$ cat config.mk
export PLATFORM = sky130hd
export DESIGN_NAME = calc_result_bcd_flat
export DESIGN_NICKNAME = d
export VERILOG_FILES = /design/src/rtl/calc_result_bcd_if.sv /design/src/rtl/calc_result_bcd.sv /design/src/flat_wrapper.sv
export SDC_FILE = /design/constraint.sdc
export NUM_CORES = 1
export LEC_CHECK = 0
export ABC_AREA = 1
export CORE_AREA = 2 2 94 96
export DETAILED_ROUTE_END_ITERATION = 6
export DIE_AREA = 0 0 96 98
export PLACE_DENSITY = 0.75
export SLEW_MARGIN = 10
export SYNTH_ARGS = -nofsm -noshare
export SYNTH_HDL_FRONTEND = slang
export SYNTH_SLANG_ARGS = --single-unit
$ cat constraint.sdc
create_clock -name clk -period 3 [get_ports clk]
set_input_delay 0.6 -clock clk [delete_from_list [all_inputs] [get_ports clk]]
set_output_delay 0.6 -clock clk [all_outputs]
set_load 0.005 [all_outputs]
$ cat src/rtl/calc_result_bcd_if.sv
// Handshake/data bundle between the calculator, the BCD formatter and its consumer.
interface calc_result_bcd_if;
  logic        calc_done;
  logic [15:0] calc_result;
  logic        calc_error;
  logic        calc_overflow;
  logic        signed_mode;
  logic        out_ack;
  logic [19:0] bcd;
  logic        neg;
  logic        err;
  logic        ovf;
  logic        out_valid;
  logic        busy;
  logic        missed;

  // Upstream calculator plus downstream consumer side
  modport master (
    output calc_done, calc_result, calc_error, calc_overflow, signed_mode, out_ack,
    input  bcd, neg, err, ovf, out_valid, busy, missed
  );

  // Formatter side
  modport slave (
    input  calc_done, calc_result, calc_error, calc_overflow, signed_mode, out_ack,
    output bcd, neg, err, ovf, out_valid, busy, missed
  );
endinterface

$ cat src/rtl/calc_result_bcd.sv
// Captures a calculator result on the rising edge of done, converts it to five
// BCD digits plus sign with 16 double-dabble steps, and holds it until acked.
module calc_result_bcd (
  input  logic                clk,
  input  logic                rst,
  calc_result_bcd_if.slave    bus
);
  typedef enum logic [1:0] {IDLE, CONV, HOLD} state_t;

  state_t      state_q;
  logic        done_q;
  logic [3:0]  cnt_q;
  logic [35:0] sr_q;
  logic [19:0] bcd_q;
  logic        neg_q, err_q, ovf_q, missed_q;

  logic        cap, take, neg_d;
  logic [15:0] mag_d;
  logic [35:0] adj, sh_d;

  assign cap   = bus.calc_done & ~done_q;
  // A capture is accepted in IDLE, or in HOLD when the consumer acks the same cycle
  assign take  = cap & ((state_q == IDLE) | ((state_q == HOLD) & bus.out_ack));
  assign neg_d = bus.signed_mode & bus.calc_result[15];
  // 0x8000 negates to itself, which read unsigned is the correct 32768
  assign mag_d = neg_d ? (16'd0 - bus.calc_result) : bus.calc_result;

  // One double-dabble step: add 3 to every BCD nibble >= 5, then shift left
  always_comb begin
    adj = sr_q;
    for (int i = 0; i < 5; i++) begin
      if (adj[16 + 4*i +: 4] >= 4'd5)
        adj[16 + 4*i +: 4] = adj[16 + 4*i +: 4] + 4'd3;
    end
    sh_d = {adj[34:0], 1'b0};
  end

  // Control FSM with registered outputs and sticky missed-edge flag
  always_ff @(posedge clk or posedge rst) begin
    if (rst) begin
      state_q  <= IDLE;
      done_q   <= 1'b0;
      cnt_q    <= 4'd0;
      sr_q     <= 36'd0;
      bcd_q    <= 20'd0;
      neg_q    <= 1'b0;
      err_q    <= 1'b0;
      ovf_q    <= 1'b0;
      missed_q <= 1'b0;
    end else begin
      done_q <= bus.calc_done;
      if (take) begin
        err_q <= bus.calc_error;
        ovf_q <= bus.calc_overflow;
        neg_q <= neg_d;
        cnt_q <= 4'd0;
        if (bus.calc_error) begin
          bcd_q   <= 20'd0;
          state_q <= HOLD;
        end else begin
          sr_q    <= {20'd0, mag_d};
          state_q <= CONV;
        end
      end else begin
        if (cap) missed_q <= 1'b1;
        case (state_q)
          CONV: begin
            sr_q  <= sh_d;
            cnt_q <= cnt_q + 4'd1;
            if (cnt_q == 4'd15) begin
              bcd_q   <= sh_d[35:16];
              state_q <= HOLD;
            end
          end
          HOLD: if (bus.out_ack) state_q <= IDLE;
          default: ;
        endcase
      end
    end
  end

  assign bus.bcd       = bcd_q;
  assign bus.neg       = neg_q;
  assign bus.err       = err_q;
  assign bus.ovf       = ovf_q;
  assign bus.out_valid = (state_q == HOLD);
  assign bus.busy      = (state_q == CONV);
  assign bus.missed    = missed_q;
endmodule

$ cat src/flat_wrapper.sv
// flat-port wrapper written by rule: the top's interface ports become plain ports
module calc_result_bcd_flat 
  (clk, rst, bus_calc_done, bus_calc_result, bus_calc_error, bus_calc_overflow, bus_signed_mode, bus_out_ack, bus_bcd, bus_neg, bus_err, bus_ovf, bus_out_valid, bus_busy, bus_missed);
  calc_result_bcd_if bus_i ();
  input  logic clk;
  input  logic rst;
  input wire logic [$bits(bus_i.calc_done)-1:0] bus_calc_done;
  input wire logic [$bits(bus_i.calc_result)-1:0] bus_calc_result;
  input wire logic [$bits(bus_i.calc_error)-1:0] bus_calc_error;
  input wire logic [$bits(bus_i.calc_overflow)-1:0] bus_calc_overflow;
  input wire logic [$bits(bus_i.signed_mode)-1:0] bus_signed_mode;
  input wire logic [$bits(bus_i.out_ack)-1:0] bus_out_ack;
  output wire logic [$bits(bus_i.bcd)-1:0] bus_bcd;
  output wire logic [$bits(bus_i.neg)-1:0] bus_neg;
  output wire logic [$bits(bus_i.err)-1:0] bus_err;
  output wire logic [$bits(bus_i.ovf)-1:0] bus_ovf;
  output wire logic [$bits(bus_i.out_valid)-1:0] bus_out_valid;
  output wire logic [$bits(bus_i.busy)-1:0] bus_busy;
  output wire logic [$bits(bus_i.missed)-1:0] bus_missed;
  assign bus_i.calc_done = bus_calc_done;
  assign bus_i.calc_result = bus_calc_result;
  assign bus_i.calc_error = bus_calc_error;
  assign bus_i.calc_overflow = bus_calc_overflow;
  assign bus_i.signed_mode = bus_signed_mode;
  assign bus_i.out_ack = bus_out_ack;
  assign bus_bcd = bus_i.bcd;
  assign bus_neg = bus_i.neg;
  assign bus_err = bus_i.err;
  assign bus_ovf = bus_i.ovf;
  assign bus_out_valid = bus_i.out_valid;
  assign bus_busy = bus_i.busy;
  assign bus_missed = bus_i.missed;
  calc_result_bcd u_core (.clk(clk), .rst(rst), .bus(bus_i));
endmodule
* Word level (Yosys, flattened, before mapping)
Cells that the tools add are included.
Storage, ports and cells: logic and storage cells 63, memories kept 0, bits in registers 67, bits of input ports 23, latch bits 0, memory bits (read-only) 0, bits in writable memories 0
Cells by class: shift operators 0, reductions and logical operators 8, muxes and demuxes 20, equal/unequal tests 7, order comparisons 5, bitwise gates (word level) 7, $add $sub $neg 7, divide/modulo/power cells 0, $mul 0
Operators with widths (number):
- $mux 36 | 3
- $mux 20 | 4
- $mux 4 | 6
- $ge 4x3->1 const B | 5
- $add 4x2->4 const B | 4
- $mux 16 | 1
- $sub 1x16->16 const A | 1
- $mux 2 | 4
- $reduce_and 3->1 | 2
- $add 4x1->4 const B | 1
- $and 1x1->1 | 4
- $eq 4x4->1 const B | 1
- $ne 2x2->1 const B | 2
- $pmux 2 s2 | 1
- $reduce_and 2->1 | 2
- $reduce_bool 2->1 | 2
- $add 3x2->3 const B | 1
- $mux 3 | 1
- $ne 3x1->1 const B | 1
- $ne 3x2->1 const B | 1
- $reduce_bool 3->1 | 1
- $eq 2x1->1 const B | 1
- $eq 2x2->1 const B | 1
- $logic_not 2->1 | 1
- other kinds (2) | 3

* Logic depth before layout (Yosys ltp)
word-level depth 6, depth in mapped cells 10, depth with buffers taken out 10

* Worst setup path before layout
No wires, ideal clock.
path type in2reg, start input bus_calc_result[0], end register u_core.sr_q[10], setup slack 1.296 ns, stages on the path 9, path buffers 0, required time 2.884 ns, data arrival time 1.588 ns, cells stage by stage inv_1 -> ha_1 -> nand2_1 -> o21ai_0 -> nand2_1 -> nand2_1 -> nand3_1 -> nand2_1 -> nand2_1
Between the ends: longest elaborated chain between the ends 4
Ends and longest elaborated chain:
- start, declared | line flat_wrapper.sv:8 | input wire logic [$bits(bus_i.calc_result)-1:0] bus_calc_result;
- $sub 1x16->16 | line calc_result_bcd.sv:26 | assign mag_d = neg_d ? (16'd0 - bus.calc_result) : bus.calc_result;
- $mux 16 | line calc_result_bcd.sv:26
- $mux 36 | line calc_result_bcd.sv:57 | if (bus.calc_error) begin
- $mux 36 | line calc_result_bcd.sv:52 | if (take) begin
- end signal, assigned | line calc_result_bcd.sv:61 | sr_q <= {20'd0, mag_d};
- end, declared | line calc_result_bcd.sv:13 | logic [35:0] sr_q;
No other way between the ends. The select of a mux whose other input is x is not followed. A chain may end at the register's enable or synchronous reset.

* Final worst setup path
start register u_core.state_q[0], end output bus_busy
Between the ends: longest elaborated chain between the ends 1
Ends and longest elaborated chain:
- start, declared | line calc_result_bcd.sv:10 | state_t state_q;
- start signal, assigned | line calc_result_bcd.sv:41 | state_q <= IDLE;
- start signal, assigned | line calc_result_bcd.sv:59 | state_q <= HOLD;
- start signal, assigned | line calc_result_bcd.sv:62 | state_q <= CONV;
- $eq 2x1->1 | line calc_result_bcd.sv:87 | assign bus.busy = (state_q == CONV);
- end, declared | line flat_wrapper.sv:18 | output wire logic [$bits(bus_i.busy)-1:0] bus_busy;
No other way between the ends.

==> flow_metrics.tcl <==
set metrics [dict create \
    fin_area_um2 4503 \
    rsz0062_at_grt "false" \
    max-slew-margin-rel_pct 65.87 \
    grt_first_pass_wirelength_mm 13.91 \
    synth_common_cells "152 x nand2_1, 70 x nor2_1, 67 x dfrtp_1, 58 x inv_1, 42 x o21ai_0" \
    clockRootBuffer "clkbuf_8" \
    power.combinational.fraction_pct 44.0 \
    finalCritPeriodShare_pct 72.87 \
    outcome "finished, final reports clean" \
    power_switching_share_pct 39.37 \
    final_nets 591 \
    clk_path_buf_depth 2 \
    area_growth_syn_to_layout_pct 21.26 \
    multi_input_area_um2 1692 \
    row_count 34 \
    synth.area.top_cells "dfrtp_1 45%, nand2_1 15%, nor2_1 7.1%" \
    grt_use_total_pct 18.38 \
    fin_worst_skew_ps 10.55 \
    via_per_inst 4.867 \
    globalplace.congestion 0.8918 \
    drt_pass1_iterations 4 \
    pd_cells_nw_per_um2 905.6 \
    dominantRegCellSynth "dfrtp_1" \
    synth.most_common_cell "nand2_1" \
    vdd_ir_drop_max_uv 379.4 \
    drcViolationCount 0 \
    hold_class "reg2reg" \
    postRouteWirelength_mm 7.892 \
    reg2regPathDepth 8 \
    number_of_antenna_violations_at_the_first_check_in_global_routing 0 \
    max_freq_ghz 0.4575 \
    detailed_place.area_um2 4300 \
    core_area_um2 8466 \
    p_int_w 0.002472 \
    pin_count_of_the_biggest_net_entering_global_routing 38 \
    sequentialPowerShare_pct 37.5 \
    synth-seq-area-share_pct 45.15 \
    cts-buffers-inserted 9 \
    antenna_left 0 \
    drt_first_iter_violations 141 \
    static-leakage-power_nw 2.192 \
    timing.final.hold_violations 0 \
    async_reset_ff_share_pct 100.0 \
    initial_utilization_pct 43.87 \
    synthCells 504 \
    setup_tns_ps 0 \
    post_cts_resize_count 0 \
    setup.reg_to_reg.worst_slack_ps 1250 \
    worst_pin_slew_ps 511.2 \
    io-pin-count 49 \
    grt-ovfl-total 0 \
    insertion_delay_ps 340 \
    timing.critical_path.to_type "output pin" \
    met3_usage_pct 2.855 \
    syn_area_um2 3714 \
    synthesis.nets 539 \
    post_cts_hold_buffer_count 0 \
    busiest_layer_in_global_routing "met2" \
    share_of_final_layout_standard_cells_stronger_than_drive_strength_1_pct 6.774 \
    fill_cell_count 841 \
    final.min_clock_period_ps 2186 \
    port-buffer-count 48 \
    setup.worst_path.class "reg2out" \
    total_switching_power_w 0.001606 \
    die_area_um2 9408 \
    timing.critical_path.fanout_max 9 \
    post-dp-hpwl_mm 5.886 \
    die_w_um 96 \
    timing.hold.worst_path_depth 1 \
    timing.max_cap.violations 0 \
    floorplan.die.height_um 98 \
    cts_htree_levels 3 \
    p_clk_share_pct 18.5 \
    maxSlewViolCount 0 \
    post_synth_num_cell_types 30 \
    post_cts_buffers 0 \
    fin_util_pct 53.19 \
    clk_pin_slew_ps 70 \
    required_arrival_time_at_the_worst_endpoint_ps 2400 \
    cts_num_sinks 67 \
    startpoint_type "flop" \
    detailroute.via_count 3256 \
    synth_warnings 0 \
    grt_pass1_vias 3212 \
    synth_area_per_cell_um2 7.368 \
    synth-edff-count 0 \
    grt.met1_usage_pct 23.61 \
    n_antenna_cell 0 \
    synth.top_cell.area_share_pct 45.15 \
    post-synth-top-area-cell "dfrtp_1" \
    worst_ep_arrival_time_ps 1590 \
    register_area_um2 1677 \
    setup_viol 0 \
    cts_tree "built" \
    grt_util_met2_pct 30.61 \
    routed_wire_length_per_instance_um 11.80 \
    synth-seq-cells 67 \
]
## area by class of cell
type,instances,area share [%]
tap,108,3.001
clock buffer,10,3.056
inverter,63,5.251
sequential,67,37.23
multi-input combinational,358,37.57
timing repair buffer,57,12.45
clock inverter,6,1.445
## path summary, 6_finish.rpt
| kind | to | start |
|---|---|---|
| min in group asynchronous | u_core.cnt_q[3]$_DFFE_PP0P_ | rst |
| max in group asynchronous | u_core.bus.bcd[2]$_DFFE_PP0P_ | rst |
| min | u_core.bus.missed$_DFFE_PP0P_ | u_core.bus.missed$_DFFE_PP0P_ |
| max reg2reg | u_core.bus.bcd[12]$_DFFE_PP0P_ | u_core.state_q[0]$_DFFE_PP0P_ |
| max | bus_busy | u_core.state_q[0]$_DFFE_PP0P_ |
| min reg2reg | u_core.bus.missed$_DFFE_PP0P_ | u_core.bus.missed$_DFFE_PP0P_ |
## power by group through the flow
stage | registers [W] | logic [W] | clock network [W]
after global placement | 0.00152 | 0.00174 | 0
after CTS | 0.00153 | 0.00182 | 0.000770
after floorplan | 0.00150 | 0.00121 | 0
final | 0.00153 | 0.00180 | 0.000755
after global routing | 0.00158 | 0.00208 | 0.000810
after detailed placement | 0.00154 | 0.00181 | 0
## through the flow
step / worst slack, ps / power, W / hold slack, ps / std cells
2_1_floorplan: 716.8 / 0.002710 / 448.8 / 504
3_3_place_gp: 661.1 / 0.003260 / 447.5 / 653
3_5_place_dp: 606.2 / 0.003354 / 456.6 / 653
4_1_cts: 796.5 / 0.004118 / 472.8 / 669
5_1_grt: 698.4 / 0.004468 / 497.8 / 669
6_report: 814.0 / 0.004078 / 473.0 / 669
## cells by family after synthesis
| family | share of synthesized area (%) |
|---|---|
| adders and majority gates | 4.043 |
| xor gates and xnor gates | 1.415 |
| and+or+nand+nor | 28.50 |
| DFF | 45.15 |
| AOI/OAI and AO/OA | 11.59 |
| buffers and inverters | 9.299 |
## per-layer routing
layer / share of wire (%) / up-vias / routed length, µm
li1: - / 1684 / -
met1: 47 / 1503 / 3699
met2: 48 / 62 / 3816
met3: 3.6 / 7 / 281
met4: 1.2 / 0 / 95
met5: 0 / - / 0
## flip-flops by register name, summed over array words and instances, names as in the netlist
signal             flops
u_core.sr_q           36
u_core.bus.bcd        20
u_core.cnt_q           4
u_core.state_q         2
u_core.bus.err         1
u_core.bus.missed      1
u_core.bus.neg         1
u_core.bus.ovf         1
u_core.done_q          1
## worst max-delay path, cell delays in order (launching register included)
cell	delay, ps
dfrtp_1	380
inv_2	90
nor2_4	230
clkdlybuf4s50_1	550
## layout by cell type, fill, tap and decap left out, drive strengths merged
cell type        n
nand2          153
nor2            74
dfrtp           67
inv             62
o21ai           61
clkdlybuf4s50   48
nand3           28
ha              12
clkbuf          10
buf              9
o211ai           8
a21oi            8
xor2             5
nor3             4
clkinvlp         4
clkinv           2
nand4            1
a21o             1
xnor2            1
o22ai            1
o21bai           1
bufinv           1
Note: power is estimated with default switching activity, not from simulation.
